===== config.mk =====
export PLATFORM = sky130hd
export DESIGN_NAME = pipe_skid_reg
export DESIGN_NICKNAME = d
export VERILOG_FILES = /design/src/rtl/pipe_skid_reg.sv
export SDC_FILE = /design/constraint.sdc
export NUM_CORES = 1
export LEC_CHECK = 0
export ABC_AREA = 1
export BUFFER_PORTS_ARGS = -buffer_cell sky130_fd_sc_hd__buf_2
export CAP_MARGIN = 0
export CORE_MARGIN = 10
export CORE_UTILIZATION = 40
export DETAILED_ROUTE_END_ITERATION = 12
export SLEW_MARGIN = 20
export SYNTH_ARGS = -nofsm -noshare
export SYNTH_HDL_FRONTEND = slang
export SYNTH_SLANG_ARGS = --single-unit

===== constraint.sdc =====
create_clock -name clk_i -period 6.05 [get_ports clk_i]
set_clock_uncertainty 0.15 [all_clocks]
set_input_delay 0.605 -clock clk_i [delete_from_list [all_inputs] [get_ports clk_i]]
set_output_delay 0.605 -clock clk_i [all_outputs]
set_load 0.03 [all_outputs]

===== src/rtl/pipe_skid_reg.sv =====
// Two-entry skid pipeline register (main + skid) for the MEM/WB boundary.
// in_ready_o depends only on registered occupancy and stall, so out_ready_i never reaches it combinationally.
module pipe_skid_reg #(
  parameter int DATA_W         = 69,
  parameter int CTRL_W         = 2,
  parameter bit FLUSH_CLR_DATA = 1'b0
) (
  input  logic              clk_i,
  input  logic              rst_i,
  input  logic              flush_i,
  input  logic              stall_i,
  input  logic              in_valid_i,
  output logic              in_ready_o,
  input  logic [CTRL_W-1:0] in_ctrl_i,
  input  logic [DATA_W-1:0] in_data_i,
  output logic              out_valid_o,
  input  logic              out_ready_i,
  output logic [CTRL_W-1:0] out_ctrl_o,
  output logic [DATA_W-1:0] out_data_o,
  output logic [1:0]        count_o
);

  typedef enum logic [1:0] {
    EMPTY = 2'd0,
    ONE   = 2'd1,
    FULL  = 2'd2
  } state_e;

  state_e            state_q, state_d;
  logic [CTRL_W-1:0] main_ctrl_q, main_ctrl_d, skid_ctrl_q, skid_ctrl_d;
  logic [DATA_W-1:0] main_data_q, main_data_d, skid_data_q, skid_data_d;

  logic in_ready, out_valid, accept, pop;

  always_ff @(posedge clk_i or posedge rst_i) begin
    if (rst_i) begin
      state_q     <= EMPTY;
      main_ctrl_q <= '0;
      main_data_q <= '0;
      skid_ctrl_q <= '0;
      skid_data_q <= '0;
    end else begin
      state_q     <= state_d;
      main_ctrl_q <= main_ctrl_d;
      main_data_q <= main_data_d;
      skid_ctrl_q <= skid_ctrl_d;
      skid_data_q <= skid_data_d;
    end
  end

  always_comb begin
    state_d     = state_q;
    main_ctrl_d = main_ctrl_q;
    main_data_d = main_data_q;
    skid_ctrl_d = skid_ctrl_q;
    skid_data_d = skid_data_q;
    if (flush_i) begin
      // Control is always squashed so no stale RegWrite survives; data only if configured.
      state_d     = EMPTY;
      main_ctrl_d = '0;
      skid_ctrl_d = '0;
      if (FLUSH_CLR_DATA) begin
        main_data_d = '0;
        skid_data_d = '0;
      end
    end else if (!stall_i) begin
      unique case (state_q)
        EMPTY: begin
          if (accept) begin
            main_ctrl_d = in_ctrl_i;
            main_data_d = in_data_i;
            state_d     = ONE;
          end
        end
        ONE: begin
          if (accept && pop) begin
            main_ctrl_d = in_ctrl_i;
            main_data_d = in_data_i;
          end else if (accept) begin
            skid_ctrl_d = in_ctrl_i;
            skid_data_d = in_data_i;
            state_d     = FULL;
          end else if (pop) begin
            state_d = EMPTY;
          end
        end
        FULL: begin
          if (pop) begin
            main_ctrl_d = skid_ctrl_q;
            main_data_d = skid_data_q;
            state_d     = ONE;
          end
        end
        default: state_d = EMPTY;
      endcase
    end
  end

  always_comb begin
    in_ready    = (state_q != FULL) && !stall_i;
    out_valid   = (state_q != EMPTY) && !stall_i;
    accept      = in_valid_i && in_ready;
    pop         = out_valid && out_ready_i;
    in_ready_o  = in_ready;
    out_valid_o = out_valid;
    out_ctrl_o  = out_valid ? main_ctrl_q : '0;
    out_data_o  = main_data_q;
    count_o     = state_q;
  end

endmodule


==> metrics <==
Die Footprint=22500 µm²; # hold bufs at CTS=0; Starting Density=40.8%; dominant synthesized flop cell=dfrtp_1; FMAX=292 MHz; Final min period=3.43 ns; area growth from synthesis to layout=20.3%; commonest non-fill, non-tap cells in the layout=nand2_1 (186), buf_2 (151), dfrtp_1 (144); postcts setup bufs=0; GRT Overall Usage=14.6%; Synth area leaders=dfrtp_1 (53%), nand2_1 (10%), o21ai_2 (7.9%); CP max stage delay=0.76 ns; Area after DPL=7540 µm²; synth warn=0; post-synth top area share=53.3%; Avg Cell Area, Syn=9.74 µm²; vias in the first global route=5114; largest area contributor in the netlist=dfrtp_1; Seq/Total Area, Yosys=53.3%; Yosys cell types=26; PortBufs=151; TritonCTS clock tree=done; DRT iter0 DRCs=428; hold slack=0.202 ns; Hold WC Path Type=in -> async; r2r worst-path depth=11; max-cap viol count=0; H-tree Lvls=4; total power=4.12 mW; Final HPWL DP=10500 µm; critical path arrival=3.62 ns; clock-pin slew on the worst setup and hold paths=0.06 ns; cell depth of the worst setup path=11; core area=16600 µm²; status=finished clean; die height=150 µm; Post-synth EDFFs=0; gr ovfl total=0; CTS root buf=clkbuf_16; worst path bufs/invs=3; WL/cell=15.2 µm; antenna violations before repair=0; DRT antenna net count=0; WS Path Type=reg -> reg; Max Slew Vio Count=0; Worst slew margin=32.5%; final net count=907; R2R setup slack=2.62 ns; critical path's top delay family=buffers and inverters; CTS sink count=144; commonest non-fill, non-tap cell in the layout=nand2_1; latest clock arrival within the worst-skew pair=0.42 ns; final hold viol count=0; DR vias=5055; gp weighted congestion=0.758; largest net degree at the start of global routing=93; CTS Buf Count=17; post-route design area=8130 µm²; syn_nets=775; CP endpoint kind=flop; final setup TNS=0 ns; crit share post-route=56.6%; crit-path most repeated cell=nand2_1; Cells after Synth=694; unrepaired setup endpoints after global routing=false; CP Cell Sequence=inv_1 > ha_4 > buf_4 > nor2_4 > nand2_2 > nand2_1 > nand2_1 > nand3b_4 > buf_4 > nand2_1 > o21ai_2; # diodes=0; IO Count=152; Synth Register Bits=144; WL final=16000 µm; Slew @ Worst Pin=1.01 ns; reg2reg end=out_data_o[3]; Cell Area, Synth=6760 µm²; CTS resizes=0; r2r startpoint=count_o[0]; DR DRC count=0; Cell Pwr Density=507 nW/µm²; CP max FO=66; worst path required time=6.24 ns; chip width=150 µm; share of layout cells above drive strength 1=36.0%; first-pass GRT wire length=26400 µm; drt via density=4.77; Clock Path Buffers=2; Crit-path slowest cell=buf_4; Pleak=4.17 nW; 1st-pass router iterations=6; row cnt=47; CP Launch Type=flop; Worst VDD drop=0.273 mV; Async SR Flop Fraction=100%; setup violators final=0
[through the flow]
step                setup WS (ns)  cells  util, %
finish                       2.62   1059     49.0
CTS                          2.57   1059     49.0
floorplan                    1.43    694        -
global route                 2.30   1059     49.0
detailed placement           2.58   1027     45.5
global placement             2.72   1027     45.5
[worst register-to-register path: stages, from the launching register on]
cell	delay, ns
dfrtp_1	0.42
inv_1	0.14
ha_4	0.15
buf_4	0.70
nor2_4	0.10
nand2_2	0.13
nand2_1	0.05
nand2_1	0.10
nand3b_4	0.34
buf_4	0.76
nand2_1	0.20
o21ai_2	0.09
[logic make-up (layout without fill, tap and decap cells)]
group | after synthesis | in the layout | share of synthesized area, %
multiplexers | 47 | 47 | 6.96
buffers and inverters | 81 | 226 | 6.83
AO/OA/AOI/OAI | 122 | 122 | 12.4
adder cells (fa/ha/maj) | 4 | 4 | 0.740
flip-flops | 144 | 144 | 53.3
AND/OR/NAND/NOR | 296 | 296 | 19.8
[power by group]
group | switching, mW | leakage, nW | internal, mW
Combinational | 0.970 | 2.05 | 0.478
Clock | 0.416 | 0.282 | 0.647
Sequential | 0.239 | 1.84 | 1.37
Total | 1.62 | 4.17 | 2.50
[synthesized netlist by cell type (7+ instances only)]
library cell	count
nand3_1	52
nand2_1	186
nor2_1	7
buf_6	7
o21ai_0	35
o21ai_2	61
buf_2	16
nand2_2	43
o21ai_1	22
inv_1	34
mux2i_1	47
dfrtp_1	144
clkbuf_1	10
[state kept, by name, indices dropped and copies added (netlist names)]
signal       count
count_o          2
main_ctrl_q      2
out_data_o      69
skid_data_q     69
skid_ctrl_q      2
[per-layer routing]
layer / global-route usage (%) / part of all wire (%) / vias up
li1: - / - / 2534
met1: 18.9 / 45 / 2376
met2: 22.4 / 46 / 125
met3: 5.59 / 7.3 / 20
met4: 4.03 / 0.89 / 0
met5: 0 / 0 / -
[worst max-delay path by stage]
stage | from | endpoint | slack [ns]
2_1_floorplan | rst_i | count_o[0] | 1.43
3_3_place_gp | count_o[0] | out_data_o[67] | 2.72
3_5_place_dp | count_o[0] | out_data_o[3] | 2.58
4_1_cts | count_o[0] | out_data_o[3] | 2.57
5_1_grt | count_o[0] | out_data_o[2] | 2.30
6_report | count_o[0] | out_data_o[3] | 2.62
[area by class of cell]
class                           instances  area (µm²)
Tap cell                              220         275
Multi-Input combinational cell        469        2720
Fill cell                            1587        8450
Clock buffer                           18         429
Inverter                               37         144
Timing Repair Buffer                  157         801
Clock inverter                         14         166
Sequential cell                       144        3600
Note: power is estimated with default switching activity, not from simulation.
